## config.mk

```make
export PLATFORM = sky130hd
export DESIGN_NAME = mem_port_arbiter
export DESIGN_NICKNAME = d
export VERILOG_FILES = /design/src/rtl/mem_port_arbiter.sv
export SDC_FILE = /design/constraint.sdc
export NUM_CORES = 1
export LEC_CHECK = 0
export CAP_MARGIN = 20
export CORE_ASPECT_RATIO = 2
export CORE_MARGIN = 2
export CORE_UTILIZATION = 47
export DETAILED_ROUTE_END_ITERATION = 6
export GPL_TIMING_DRIVEN = 0
export HOLD_SLACK_MARGIN = 0.15
export PLACE_DENSITY = 0.85
export SLEW_MARGIN = 30
export SYNTH_ARGS = -nofsm -noshare
export SYNTH_HDL_FRONTEND = slang
export SYNTH_SLANG_ARGS = --single-unit
```

## constraint.sdc

```tcl
create_clock -name clock -period 3 [get_ports clock]
set_input_delay 0.45 -clock clock [delete_from_list [all_inputs] [get_ports clock]]
set_output_delay 0.45 -clock clock [all_outputs]
set_load 0.1 [all_outputs]
```

## src/rtl/mem_port_arbiter.sv

```systemverilog
// Shares one single-port, 1-cycle-latency 32-bit memory between instruction fetch and load/store.
// Round-robin arbitration, byte-lane stores, load extension, and misaligned split into two word accesses.
module mem_port_arbiter #(
  parameter int ADDR_W = 12
) (
  input  logic              clock,
  input  logic              reset_n,
  input  logic              if_req,
  input  logic [31:0]       if_addr,
  output logic              if_gnt,
  output logic              if_rvalid,
  output logic [31:0]       if_rdata,
  input  logic              d_req,
  input  logic              d_we,
  input  logic [2:0]        d_funct3,
  input  logic [31:0]       d_addr,
  input  logic [31:0]       d_wdata,
  output logic              d_gnt,
  output logic              d_rvalid,
  output logic [31:0]       d_rdata,
  output logic              mem_en,
  output logic [3:0]        mem_we,
  output logic [ADDR_W-3:0] mem_addr,
  output logic [31:0]       mem_wdata,
  input  logic [31:0]       mem_rdata,
  output logic              busy
);

  localparam int WA_W = ADDR_W - 2;
  localparam logic OWN_FETCH = 1'b0;
  localparam logic OWN_DATA  = 1'b1;

  typedef enum logic [2:0] {IDLE, ACC1, WAIT1, ACC2, WAIT2, RESP} state_t;

  state_t            state_q, state_d;
  logic              last_gnt_q, last_gnt_d;
  logic              owner_q, owner_d;
  logic [ADDR_W-1:0] addr_q, addr_d;
  logic              we_q, we_d;
  logic [2:0]        f3_q, f3_d;
  logic [31:0]       wdata_q, wdata_d;
  logic [31:0]       word1_q, word1_d;
  logic              if_rvalid_q, if_rvalid_d, d_rvalid_q, d_rvalid_d;
  logic [31:0]       if_rdata_q, if_rdata_d, d_rdata_q, d_rdata_d;

  logic              grant_data;
  logic              split;
  logic [7:0]        lanes;
  logic [63:0]       rd_pair;
  logic [31:0]       resp_data;
  logic [WA_W-1:0]   word_a, word_b;
  logic              unused_addr_hi;

  function automatic logic is_illegal(input logic we, input logic [2:0] f3);
    if (we) return (f3 > 3'b010);
    return (f3 == 3'b011) || (f3 == 3'b110) || (f3 == 3'b111);
  endfunction

  function automatic logic needs_split(input logic [2:0] f3, input logic [1:0] off);
    return ((f3[1:0] == 2'b01) && (off == 2'b11)) || ((f3[1:0] == 2'b10) && (off != 2'b00));
  endfunction

  function automatic logic [3:0] lane_mask(input logic [2:0] f3);
    case (f3[1:0])
      2'b00:   return 4'b0001;
      2'b01:   return 4'b0011;
      default: return 4'b1111;
    endcase
  endfunction

  function automatic logic [31:0] rotate_lanes(input logic [31:0] w, input logic [1:0] off);
    case (off)
      2'd1:    return {w[23:0], w[31:24]};
      2'd2:    return {w[15:0], w[31:16]};
      2'd3:    return {w[7:0],  w[31:8]};
      default: return w;
    endcase
  endfunction

  function automatic logic [31:0] load_extend(input logic [2:0] f3, input logic [63:0] dw,
                                              input logic [1:0] off);
    logic [31:0] sh;
    sh = 32'(dw >> {off, 3'b000});
    case (f3)
      3'b000:  return {{24{sh[7]}}, sh[7:0]};
      3'b001:  return {{16{sh[15]}}, sh[15:0]};
      3'b100:  return {24'b0, sh[7:0]};
      3'b101:  return {16'b0, sh[15:0]};
      default: return sh;
    endcase
  endfunction

  assign unused_addr_hi = ^{if_addr[31:ADDR_W], d_addr[31:ADDR_W]};
  assign split     = needs_split(f3_q, addr_q[1:0]);
  assign lanes     = {4'b0000, lane_mask(f3_q)} << addr_q[1:0];
  assign word_a    = addr_q[ADDR_W-1:2];
  assign word_b    = word_a + WA_W'(1);
  // First word comes from the register once a second word is on mem_rdata.
  assign rd_pair   = {mem_rdata, (state_q == WAIT2) ? word1_q : mem_rdata};
  assign resp_data = ((state_q == WAIT1) || (state_q == WAIT2)) ?
                     load_extend(f3_q, rd_pair, addr_q[1:0]) : 32'b0;

  always_comb begin
    state_d     = state_q;
    last_gnt_d  = last_gnt_q;
    owner_d     = owner_q;
    addr_d      = addr_q;
    we_d        = we_q;
    f3_d        = f3_q;
    wdata_d     = wdata_q;
    word1_d     = word1_q;
    if_rvalid_d = 1'b0;
    d_rvalid_d  = 1'b0;
    if_rdata_d  = if_rdata_q;
    d_rdata_d   = d_rdata_q;
    grant_data  = 1'b0;
    if_gnt      = 1'b0;
    d_gnt       = 1'b0;
    mem_en      = 1'b0;
    mem_we      = 4'b0000;
    mem_addr    = word_a;
    mem_wdata   = rotate_lanes(wdata_q, addr_q[1:0]);

    case (state_q)
      IDLE: begin
        if (reset_n && (if_req || d_req)) begin
          grant_data = d_req && (!if_req || (last_gnt_q == OWN_FETCH));
          d_gnt      = grant_data;
          if_gnt     = !grant_data;
          owner_d    = grant_data ? OWN_DATA : OWN_FETCH;
          addr_d     = grant_data ? d_addr[ADDR_W-1:0] : if_addr[ADDR_W-1:0];
          we_d       = grant_data && d_we;
          f3_d       = grant_data ? d_funct3 : 3'b010;
          wdata_d    = d_wdata;
          state_d    = is_illegal(we_d, f3_d) ? RESP : ACC1;
        end
      end
      ACC1: begin
        mem_en  = 1'b1;
        mem_we  = we_q ? lanes[3:0] : 4'b0000;
        state_d = !we_q ? WAIT1 : (split ? ACC2 : RESP);
      end
      WAIT1: begin
        word1_d = mem_rdata;
        state_d = split ? ACC2 : RESP;
      end
      ACC2: begin
        mem_en   = 1'b1;
        mem_addr = word_b;
        mem_we   = we_q ? lanes[7:4] : 4'b0000;
        state_d  = we_q ? RESP : WAIT2;
      end
      WAIT2: state_d = RESP;
      RESP: begin
        last_gnt_d = owner_q;
        state_d    = IDLE;
      end
      default: state_d = IDLE;
    endcase

    if (state_d == RESP) begin
      if (owner_d == OWN_DATA) begin
        d_rvalid_d = 1'b1;
        d_rdata_d  = resp_data;
      end else begin
        if_rvalid_d = 1'b1;
        if_rdata_d  = resp_data;
      end
    end

    if (!reset_n) begin
      mem_en = 1'b0;
      mem_we = 4'b0000;
    end
  end

  // Control and response registers
  always_ff @(posedge clock) begin
    if (!reset_n) begin
      state_q     <= IDLE;
      last_gnt_q  <= OWN_FETCH;
      if_rvalid_q <= 1'b0;
      d_rvalid_q  <= 1'b0;
      if_rdata_q  <= 32'b0;
      d_rdata_q   <= 32'b0;
    end else begin
      state_q     <= state_d;
      last_gnt_q  <= last_gnt_d;
      if_rvalid_q <= if_rvalid_d;
      d_rvalid_q  <= d_rvalid_d;
      if_rdata_q  <= if_rdata_d;
      d_rdata_q   <= d_rdata_d;
    end
  end

  // Latched request and captured first word
  always_ff @(posedge clock) begin
    owner_q <= owner_d;
    addr_q  <= addr_d;
    we_q    <= we_d;
    f3_q    <= f3_d;
    wdata_q <= wdata_d;
    word1_q <= word1_d;
  end

  assign if_rvalid = if_rvalid_q;
  assign if_rdata  = if_rdata_q;
  assign d_rvalid  = d_rvalid_q;
  assign d_rdata   = d_rdata_q;
  assign busy      = (state_q != IDLE);

endmodule

```

---- Word-level counts from Yosys, hierarchy flattened ----
Index checks and enable logic that the tools add are counted.
storage, ports and cells
  register bits ........................... 151
  logic and storage cells ................. 94
cells by class
  add/sub/neg operators ................... 1
  order comparisons ....................... 1
  equality and inequality tests ........... 17
  shifts and indexed selects .............. 2
  mux-type cells .......................... 36
  bitwise gates (word level) .............. 2
  reductions and logical operators ........ 23
operators by type and width
  cell                                                           count
  case mux 32 bit (4 select lines)                               1
  case mux 32 bit (3 select lines)                               1
  two-way mux 32 bit                                             2
  right shift 64 x 5 -> 32 bit                                   1
  == test 3 bit, second input constant                           7
  two-way mux 1 bit                                              19
  case mux 4 bit (2 select lines)                                2
  two-way mux 3 bit                                              5
  case mux 3 bit (5 select lines)                                1
  two-way mux 12 bit                                             1
  two-way mux 4 bit                                              3
  adder 10 x 1 -> 10 bit, second input constant                  1
  two-way mux 10 bit                                             1
  == test 3 x 2 -> 1 bit, second input constant                  3
  AND reduction 2 bit                                            4
  left shift 4 x 2 -> 8 bit                                      1
  == test 2 bit, second input constant                           3
  == test 3 x 1 -> 1 bit, second input constant                  2
  zero test 3 bit                                                2
  logical OR 1 bit                                               6
  logical AND 1 bit                                              5
  == test 2 x 1 -> 1 bit, second input constant                  2
  greater-than comparator 3 x 2 -> 1 bit, second input constant  1
  nonzero test 3 bit                                             1
  other kinds (5)                                                7

---- Longest topological paths before layout ----
Gate-level depths: netlist (run 1).
  word-level depth ........................ 15
  depth in mapped cells ................... 10
  mapped depth without buffers ............ 7

---- Least setup slack after synthesis (run 1) ----
Ideal clock, no wire load.
  path kind ............................... register to output
  start ................................... register addr_q[1]
  end ..................................... output port mem_we[3]
  arrival ................................. 3.739 ns
  data required time ...................... 2.550 ns
  setup slack ............................. -1.189 ns
  stages on the path, launching flop included .. 6
  path through ............................ edfxtp_1 -> clkbuf_1 -> buf_1 -> clkbuf_1 -> o21ai_0 -> a211oi_1
between the ends
  word-level cells in the longest chain between the ends .. 4
  elaborated cells between the ends (all ways) .. 5
  those cells by class .................... 1 x shift; 4 x mux
RTL lines
  element                               RTL line  text
  start: declaration                    38        logic [ADDR_W-1:0] addr_q, addr_d;
  start signal: assignment              199       addr_q <= addr_d;
  left shift 4 x 2 -> 8 bit *           95        assign lanes = {4'b0000, lane_mask(f3_q)} << addr_q[1:0];
  two-way mux 4 bit (on tied branches)  150, 140
  case mux 4 bit (2 select lines) *     124       case (state_q)
  two-way mux 4 bit *                   171       if (!reset_n) begin
  end: declaration                      22        output logic [3:0] mem_we,
Every way passes the cells marked *; elsewhere a longest branch is shown, timed or not.

---- Final worst setup path (run 1) ----
  start ................................... register state_q[2]
  end ..................................... register d_rdata_q[11], in the netlist d_rdata[11]
between the ends
  word-level cells in the longest chain between the ends .. 5
  elaborated cells between the ends (all ways) .. 15
  those cells by class .................... 5 x eq/ne; 1 x shift; 6 x mux; 3 x reduce/logical
RTL lines
  element                           RTL line      text
  start: declaration                35            state_t state_q, state_d;
  start signal: assignment          187           state_q <= state_d;
  == test 3 bit                     99, 100, 124
  two-way mux 32 bit                99            assign rd_pair = {mem_rdata, (state_q == WAIT2) ? word1_q : mem_rdata};
  right shift 64 x 5 -> 32 bit      83            sh = 32'(dw >> {off, 3'b000});
  case mux 32 bit (4 select lines)  84            case (f3)
  two-way mux 32 bit                100           assign resp_data = ((state_q == WAIT1) || (state_q == WAIT2)) ?
  end signal: assignment            192           d_rdata_q <= d_rdata_d;
  end: declaration                  44            logic [31:0] if_rdata_q, if_rdata_d, d_rdata_q, d_rdata_d;
Several ways; a longest one is shown, not always the timed one.
A chain may end at the register's enable or synchronous reset.

==> results.md, run 1 <==
- Status: finished, final reports clean
- Final Max Tran Viols: 0
- Worst-path clk slew: 0.07 ns
- Die Span Y: 186 um
- CTS Hold Bufs: 0
- Vias/cell: 6.10
- Detailed-placement wirelength estimate: 19.0 mm
- Vias: 7025
- Latest clock arrival within the worst-skew pair: 0.43 ns
- WL final: 25.2 mm
- Core area: 16300 um2
- Initial DRC Count: 589
- Synth Register Bits: 151
- RSZ-0062 raised after global routing: true
- Final setup margin: 0.0314 ns
- Antenna violations before repair: 0
- Post-Route Skew: 0.00942 ns
- Gpl congestion: 1.04
- Final period utilization: 99.0%
- Share of cells above drive strength 1: 24.5%
- Place WS: -1.19 ns
- Aggregate global-route resource usage: 29.1%
- Synth area leaders: edfxtp_1, dfxtp_1, mux4_2
- Critical path arrival: 3.24 ns
- Worst-margin pin slew: 1.21 ns
- Maximum VDD drop: 0.617 mV
- Die ar.: 17700 um2
- Rows: 66
- Input/output buffers: 211
- Syn_nets: 838
- Final Net Count: 1072
- Worst r2r path cells: 8
- Syn Area/Cell: 11.2 um2
- Warning count from the yosys run: 0
- N_diodes: 0
- Synth Flop Type: edfxtp_1
- Crit Path Category: reg2reg
- CTS buffer count: 17
- Maximum root-to-sink buffer count: 2
- CTS H-Tree Depth: 4
- Vias in the first global route: 7178
- Chip Width: 95.2 um
- Static Leak: 4.03 nW
- Total negative slack: 0 ns
- Synth cell types: 64
- Mapped Cells: 701
- Max Cap Violations: 0
- Post-synth EDFFs: 80
- Cell Area, Synth: 7820 um2
- Setup violations, final: 0
- Nature of the critical path startpoint: flop
- Initial Util: 48.0%
- Worst-path fanout max: 10
- First-pass GRT wire length: 38.6 mm
- TritonRoute pass-1 iters: 5
- Mean routed wirelength per cell: 21.8 um
- Final ANT Viol Nets: 0
- Min Tclk post-route: 2.97 ns
- Slew HR: 18.8%
- Final hold violation count: 0
- Most frequent cell after synthesis: nand2_1
- Total gr overflow: 0
- Final core occ: 66.6%
- Top cell type's share of synthesized area: 30.7%
- I/O pin count: 252
- Pwr dens: 884 nW/um2
- Clock Sinks: 151
- Fmax: 337 MHz
- Critical path, cell by cell: buf_2, or3b_2, clkbuf_1, nand2_1, nand2_1, o211a_1, nor3_1, a211oi_1
- CTS tree: yes
- Largest net degree at the start of global routing: 35
- Cell taking the most area after synthesis: edfxtp_1
- DRC viols: 0
- Synth cell count leaders: nand2_1, edfxtp_1, dfxtp_1, nor2_1, mux4_2
- Hold/Removal Path Class: reg2reg
- Critical Path End Type: flop
- PnR Total Power: 9.58 mW
- Critical Path Most Common Cell: nand2_1
- CTS root buf: clkbuf_16
- Critical Path Slowest Stage Cell: nor3_1
- Area Growth Syn to Fin: 38.6%
- Worst EP required: 3.27 ns
- Max incr delay on CP: 0.63 ns
- Final hold slack: 0.457 ns
- Post-synthesis sequential area ratio: 48.9%
- Cell depth of the worst hold path: 2
- Async SR Flop Fraction: 0%
[worst max-delay path: cells and delay by family, from the launching register on]
family,cells,cell delay [ns]
DFF,1,0.39
AOI/OAI and AO/OA,2,0.36
buffers and inverters,2,0.58
and+or+nand+nor,4,1.48
[flip-flops by register name (all words and copies together) (netlist names)]
register and count:
addr_q 12, d_rdata 32, d_rvalid 1, f3_q 3
if_rdata 32, if_rvalid 1, last_gnt_q 1, owner_q 1
state_q 3, wdata_q 32, we_q 1, word1_q 32
[logic make-up after synthesis]
logic type	after synthesis	share of synthesized area (%)
flops	151	48.9
simple gates	276	15.8
mux	64	16.9
fa+ha+maj	1	0.160
compound gates	141	14.0
buf+inv	58	3.14
xor+xnor	10	1.12
[area by class of cell]
cell class                 instances  area, um2
fill                            1273       5440
multi-input combinational        492       3880
sequential                       151       3820
timing repair buffer             216       1980
clock buffer                      18        450
tap                              204        255
buffer                            48        248
clock inverter                    14        161
inverter                           9       33.8
[per-layer routing]
metal	up-vias	global-route usage (%)	share of wire, %
li1	3131	-	-
met3	109	5.41	6.4
met1	3381	29.1	31
met2	404	51.7	55
met5	-	0	0
met4	0	20.8	7.7
[cells in the final DEF, fill, tap and decap left out, drive strengths merged, types with 3 or more instances in the layout]
| master | n |
|---|---|
| clkdlybuf4s50 | 159 |
| nand2 | 143 |
| edfxtp | 80 |
| dfxtp | 71 |
| buf | 67 |
| nor2 | 61 |
| mux4 | 54 |
| clkbuf | 51 |
| a211oi | 32 |
| o21ai | 21 |
| nor3 | 21 |
| a21oi | 20 |
| o22ai | 16 |
| o221a | 16 |
| nand3 | 14 |
| inv | 13 |
| mux2i | 9 |
| xnor2 | 9 |
| a22oi | 8 |
| clkinv | 8 |
| and2 | 7 |
| o211a | 6 |
| nand3b | 5 |
| o2111ai | 4 |
| and3 | 4 |
| a31oi | 4 |
| or2 | 4 |
| nand2b | 3 |
| nor2b | 3 |
[report_power, final]
group / internal, mW / switching (mW) / total (mW)
clock: 1.30 / 0.926 / 2.22
combinational: 1.23 / 3.42 / 4.65
sequential: 2.50 / 0.203 / 2.70
total: 5.03 / 4.55 / 9.58
[path summary, 6_finish.rpt]
kind / slack (ns) / endpoint / start
max: 0.03 / d_rdata[11] / state_q[2]
min: 0.46 / if_rdata[6] / if_rdata[6]
max reg2reg: 0.03 / d_rdata[11] / state_q[2]
min reg2reg: 0.46 / if_rdata[6] / if_rdata[6]
[stage by stage]
| stage | instances | instance area [um2] |
|---|---|---|
| finish | 1152 | 10800 |
| global route | 1152 | 10800 |
| CTS | 1150 | 10800 |
| detailed placement | 1117 | 10300 |
| global placement | 1116 | 10200 |
| floorplan | 701 | 7880 |
[what timing repair did]
action,in CTS,in global routing
resized for setup,248,52
endpoints found under the setup margin,74,106
pin swaps,0,1
buffers inserted,1,3
Note: power is estimated with default switching activity, not from simulation.
==> inputs of run 2 (changes only) <==
--- a/config.mk
+++ b/config.mk
@@ -8,11 +8,11 @@
 export CAP_MARGIN = 20
 export CORE_ASPECT_RATIO = 2
 export CORE_MARGIN = 2
-export CORE_UTILIZATION = 47
+export CORE_UTILIZATION = 30
 export DETAILED_ROUTE_END_ITERATION = 6
 export GPL_TIMING_DRIVEN = 0
 export HOLD_SLACK_MARGIN = 0.15
-export PLACE_DENSITY = 0.85
+export PLACE_DENSITY = 0.6
 export SLEW_MARGIN = 30
 export SYNTH_ARGS = -nofsm -noshare
 export SYNTH_HDL_FRONTEND = slang
==> results.md, run 2 (synthesis results as in run 1) <==
- Status: finished, final reports clean
- TritonRoute pass-1 iters: 7 (+2)
- Pwr dens: 866 nW/um2 (-2.0%)
- Crit Path Category: in2out
- CP bufs+invs: 2 (unchanged)
- Critical path, cell by cell: clkdlybuf4s50_1, or4b_1, nor2_2, clkdlybuf4s15_2
- Slew HR: 31.7% (+13 points)
- Detailed-placement wirelength estimate: 21.7 mm (+14%)
- Vias in the first global route: 7045 (-1.9%)
- Core area: 25700 um2 (+58%)
- Static Leak: 4.00 nW (-0.66%)
- Vias: 6827 (-2.8%)
- Final Max Tran Viols: 0 (unchanged)
- First-pass GRT wire length: 41.6 mm (+7.8%)
- Mean routed wirelength per cell: 21.5 um (-1.4%)
- Worst EP required: 2.55 ns (-0.72 ns)
- Final Net Count: 1071 (-0.093%)
- Largest net degree at the start of global routing: 49 (+40%)
- Reg2reg start: state_q[2]
- Setup violations, final: 0 (unchanged)
- Total negative slack: 0 ns (unchanged)
- Levels on crit path: 4 (-4)
- Most frequent cells in the layout: clkdlybuf4s50_1, nand2_1, edfxtp_1, dfxtp_1, nor2_1
- Initial Util: 30.5% (-18 points)
- Area Growth Syn to Fin: 40.7%
- CTS buffer count: 17 (unchanged)
- Worst-path clk slew: 0.07 ns (about the same)
- Worst r2r path cells: 9 (+1)
- Hold/Removal Path Class: reg2reg
- Nature of the critical path startpoint: input pin
- Input/output buffers: 211 (unchanged)
- Die Span Y: 232 um (+25%)
- Critical path arrival: 2.49 ns (-0.75 ns)
- Share of cells above drive strength 1: 24.4% (-0.080 points)
- CTS root buf: clkbuf_16
- Max incr delay on CP: 0.66 ns (+0.03 ns)
- Final period utilization: 97.9% (-1.0 points)
- Final hold slack: 0.460 ns (+0.00227 ns)
- Maximum VDD drop: 0.592 mV (-4.2%)
- Aggregate global-route resource usage: 20.3% (-8.8 points)
- Critical Path Slowest Stage Cell: clkdlybuf4s50_1
- Rows: 83 (+26%)
- Final ANT Viol Nets: 0 (unchanged)
- Final hold violation count: 0 (unchanged)
- Critical Path End Type: output pin
- Crit path max-delay family: buffers and inverters
- N_diodes: 0 (unchanged)
- FF-to-FF End: d_rdata[13]
- Antenna violations before repair: 0 (unchanged)
- Max Cap Violations: 0 (unchanged)
- DRC viols: 0 (unchanged)
- Worst Setup EP: d_gnt
- Vias/cell: 5.30 (-13%)
- Chip Width: 118 um (+24%)
- Maximum root-to-sink buffer count: 2 (unchanged)
- Fmax: 340 MHz (+1.0%)
- PnR Total Power: 9.53 mW (-0.53%)
- Worst-path fanout max: 6 (-4)
- Clock Sinks: 151 (unchanged)
- RSZ-0062 raised after global routing: true
- Die ar.: 27400 um2 (+55%)
- CTS tree: yes
- Crit. Startpoint: reset_n
- Post-Route Skew: 0.0109 ns (+0.00148 ns)
- Latest clock arrival within the worst-skew pair: 0.45 ns (+0.02 ns)
- I/O pin count: 252 (unchanged)
- Total gr overflow: 0 (unchanged)
- Initial DRC Count: 324 (-45%)
- Min Tclk post-route: 2.94 ns (-0.0302 ns)
- Worst-margin pin slew: 1.02 ns (-0.188 ns)
- Gpl congestion: 0.927 (-11%)
- WL final: 27.7 mm (+10%)
- Worst R2R Setup Slack: 0.10 ns (+0.07 ns)
- Fillers: 2513 (+97%)
- Most common cell after layout, fill and taps aside: clkdlybuf4s50_1
- CTS H-Tree Depth: 4 (unchanged)
-- run 2: area by class of cell --
class                   count  area [um2]  area share (%)
clock inverters            15         158            1.43
inverters                   9        36.3           0.330
plain buffers              49         264            2.40
well taps                 340         425            3.87
multi-input cells         492        3890            35.3
repair buffers            214        1980            18.0
clock buffers              17         425            3.87
flip-flops and latches    151        3820            34.8
-- run 2: layer usage --
metal  vias to the layer above  track usage (%)  routed length (um)
li1                       3134                -                   -
met1                      3304             18.9                8890
met2                       302             38.4               15400
met3                        87             4.32                1460
met4                         0             14.7                1910
met5                         -                0                   0
-- run 2: worst min-delay path, cell delays in order, from the launching register on --
cell and delay, ns:
dfxtp_1 0.31, nand2_1 0.05, o22ai_1 0.05
-- run 2: timing repair --
| action | in CTS | in global routing |
|---|---|---|
| hold buffers | 0 | 0 |
| pin swaps | 1 | 0 |
| endpoints found under the setup margin | 84 | 83 |
| resized for setup | 283 | 29 |
| cloned | 0 | 0 |
| setup buffers | 1 | 2 |
-- run 2: power by group --
group          total, mW  switching (mW)  internal (mW)
combinational       4.67            3.43           1.24
clock               2.15           0.978           1.17
sequential          2.70           0.205           2.50
total               9.53            4.61           4.91
-- run 2: how the worst min path moves through the flow --
stage,startpoint,endpoint,slack [ns],cells after the start
final,d_rdata[26],d_rdata[26],0.46,2
after global routing,d_rdata[27],d_rdata[27],0.48,2
after CTS,d_rdata[26],d_rdata[26],0.46,2
after detailed placement,d_rdata[26],d_rdata[26],0.45,2
after global placement,if_rdata[4],if_rdata[4],0.45,2
after floorplan,last_gnt_q,last_gnt_q,0.49,2
-- run 2: metrics by stage --
| step | cell area [um2] | utilization, % | std cells | setup WS, ns |
|---|---|---|---|---|
| 4_1_cts | 10900 | 42.7 | 1285 | 0.00253 |
| 5_1_grt | 11000 | 42.9 | 1287 | -0.0454 |
| 6_report | 11000 | 42.9 | 1287 | 0.0616 |
| 3_5_place_dp | 10400 | 40.6 | 1252 | -1.35 |
| 2_1_floorplan | 7880 | - | 701 | -0.256 |
| 3_3_place_gp | 10400 | 40.6 | 1252 | -1.36 |
==> inputs of run 3 (changes only) <==
--- a/config.mk
+++ b/config.mk
@@ -8,12 +8,13 @@
 export CAP_MARGIN = 20
 export CORE_ASPECT_RATIO = 2
 export CORE_MARGIN = 2
-export CORE_UTILIZATION = 30
+export CORE_UTILIZATION = 25
 export DETAILED_ROUTE_END_ITERATION = 6
 export GPL_TIMING_DRIVEN = 0
 export HOLD_SLACK_MARGIN = 0.15
-export PLACE_DENSITY = 0.6
+export PLACE_DENSITY_LB_ADDON = 0.08
 export SLEW_MARGIN = 30
 export SYNTH_ARGS = -nofsm -noshare
 export SYNTH_HDL_FRONTEND = slang
 export SYNTH_SLANG_ARGS = --single-unit
+export TNS_END_PERCENT = 20
==> results.md, run 3 (synthesis results as in run 1) <==
- Most frequent cells in the layout: clkdlybuf4s50_1, nand2_1, edfxtp_1, dfxtp_1, nor2_1
- Most common cell after layout, fill and taps aside: clkdlybuf4s50_1
- Critical Path Slowest Stage Cell: mux4_2
- CTS buffer count: 17 (unchanged)
- Critical Path End Type: output pin
- Total gr overflow: 0 (unchanged)
- Detailed-placement wirelength estimate: 23.3 mm (+7.4%)
- Core area: 30900 um2 (+20%)
- Critical path, cell by cell: clkbuf_4, clkbuf_4, mux4_2, clkdlybuf4s15_2
- Area Growth Syn to Fin: 42.8%
- Worst R2R Setup Slack: 0.12 ns (+0.02 ns)
- Int Pwr: 4.94 mW (+0.50%)
- Clock Sinks: 151 (unchanged)
- First-pass GRT wire length: 44.3 mm (+6.5%)
- Sw Ratio: 48.6% (+0.15 points)
- Pwr dens: 860 nW/um2 (-0.69%)
- Rows: 91 (+9.6%)
- Logic pwr share: 49.9% (+0.9 points)
- DRC viols: 0 (unchanged)
- CTS H-Tree Depth: 4 (unchanged)
- Vias/cell: 4.86 (-8.4%)
- Total negative slack: 0 ns (unchanged)
- Place WS: -1.48 ns (-0.123 ns)
- Flop pwr share: 28.2% (-0.2 points)
- Hold/Removal Path Class: reg2reg
- Fmax: 338 MHz (-0.70%)
- Slew HR: 33.7% (+2.0 points)
- Aggregate global-route resource usage: 18.8% (-1.6 points)
- Placed Cells: 1330 (+6.2%)
- Maximum root-to-sink buffer count: 2 (unchanged)
- Final period utilization: 98.6% (+0.69 points)
- Static Leak: 3.98 nW (-0.42%)
- Clock power frac: 21.9% (-0.7 points)
- Input/output buffers: 211 (unchanged)
- Initial Util: 25.3% (-5.1 points)
- CTS tree: yes
- Critical Path Most Common Cell: clkbuf_4
- Vias: 6629 (-2.9%)
- Max Cap Violations: 0 (unchanged)
- Largest net degree at the start of global routing: 49 (unchanged)
- Antenna violations before repair: 0 (unchanged)
- RSZ-0062 raised after global routing: true
- Status: finished, final reports clean
- Crit path max-delay family: buffers and inverters
- Final Net Count: 1070 (-0.093%)
- Latest clock arrival within the worst-skew pair: 0.45 ns (about the same)
- Chip Width: 129 um (+9.2%)
- Worst-path fanout max: 10 (+4)
- Worst-margin pin slew: 0.991 ns (-0.0297 ns)
- I/O pin count: 252 (unchanged)
- Nature of the critical path startpoint: flop
- CTS Hold Bufs: 0 (unchanged)
- Setup violations, final: 0 (unchanged)
- N_diodes: 0 (unchanged)
- Die ar.: 32800 um2 (+19%)
- Crit Path Category: reg2out
- Worst EP required: 2.55 ns (about the same)
- Worst-path clk slew: 0.07 ns (about the same)
- WL final: 29.9 mm (+8.0%)
- Share of cells above drive strength 1: 24.2% (-0.19 points)
- CTS root buf: clkbuf_16
- TritonRoute pass-1 iters: 4 (-3)
- Maximum VDD drop: 0.451 mV (-24%)
- Gpl congestion: 0.848 (-8.5%)
- Post-Route Skew: 0.00755 ns (-0.00335 ns)
- Critical path arrival: 2.51 ns (+0.02 ns)
- CP bufs+invs: 3 (+1)
- Max incr delay on CP: 0.53 ns (-0.13 ns)
- Mean routed wirelength per cell: 21.9 um (+1.9%)
- Final Max Tran Viols: 0 (unchanged)
- Non-Filler Instances: 1364 (+6.0%)
- Vias in the first global route: 7069 (+0.34%)
- Die Span Y: 254 um (+9.4%)
- Min Tclk post-route: 2.96 ns (+0.0206 ns)
- NetSw: 4.66 mW (+1.1%)
- Final hold violation count: 0 (unchanged)
- Final setup margin: 0.0410 ns (-0.0206 ns)
- Initial DRC Count: 389 (+20%)
- Final ANT Viol Nets: 0 (unchanged)
[run 3: cell types whose count changed in the layout (fill, tap and decap cells not counted), sizes merged]
cell and delta:
buf -10, inv -4, clkinv +2, bufinv -1, clkdlybuf4s50 -1, clkdlybuf4s15 +6, dlygate4sd2 +2, clkbuf +5
[run 3: what timing repair did]
item                       in CTS  in global routing
buffers inserted                0                  2
pin swaps                       1                  0
resized for setup             273                 29
setup endpoints to repair     110                 66
[run 3: worst paths after layout]
path               startpoint            end  cells past startpoint
setup / recovery    addr_q[1]  mem_wdata[11]                      4
hold / removal    if_rdata[4]    if_rdata[4]                      2
setup reg to reg   state_q[1]    d_rdata[15]                      8
hold reg to reg   if_rdata[4]    if_rdata[4]                      2
[run 3: worst register-to-register path, cell delays in order, from the launching register on]
cell      delay (ns)
dfxtp_1         0.38
buf_2           0.26
or3b_2          0.15
clkbuf_1        0.36
nand2_1         0.22
a32o_2          0.37
nor3_4          0.51
a31oi_1         0.25
a211oi_1        0.29
[run 3: stage by stage]
stage                     util, %  area, um2  power, mW  hold WS (ns)
after detailed placement     34.0      10500       7.53         0.452
after floorplan                 -       7830       6.17         0.488
final                        36.2      11200       9.60         0.454
after global routing         36.2      11200       9.98         0.478
after global placement       33.9      10500       7.53         0.446
after CTS                    35.8      11000       9.65         0.462
[run 3: power by group through the flow]
stage / Combinational (mW) / Clock (mW) / Sequential [mW]
2_1_floorplan: 2.78 / 0 / 3.39
3_3_place_gp: 4.78 / 0 / 2.75
3_5_place_dp: 4.78 / 0 / 2.75
4_1_cts: 4.77 / 2.17 / 2.71
5_1_grt: 5.01 / 2.24 / 2.74
6_report: 4.79 / 2.11 / 2.70
[run 3: cell type report]
| type | instances | area (um2) |
|---|---|---|
| Fill cell | 3119 | 19700 |
| Multi-Input combinational cell | 492 | 3910 |
| Sequential cell | 151 | 3820 |
| Timing Repair Buffer | 213 | 2010 |
| Tap cell | 418 | 523 |
| Clock buffer | 20 | 479 |
| Buffer | 49 | 289 |
| Clock inverter | 12 | 88.8 |
| Inverter | 9 | 36.3 |
[run 3: routing by layer]
layer	track usage [%]	vias up	part of all wire, %
li1	-	3129	-
met5	0	-	0
met1	18.4	3228	35
met4	8.82	0	3.9
met3	4.00	43	4.4
met2	36.4	229	57
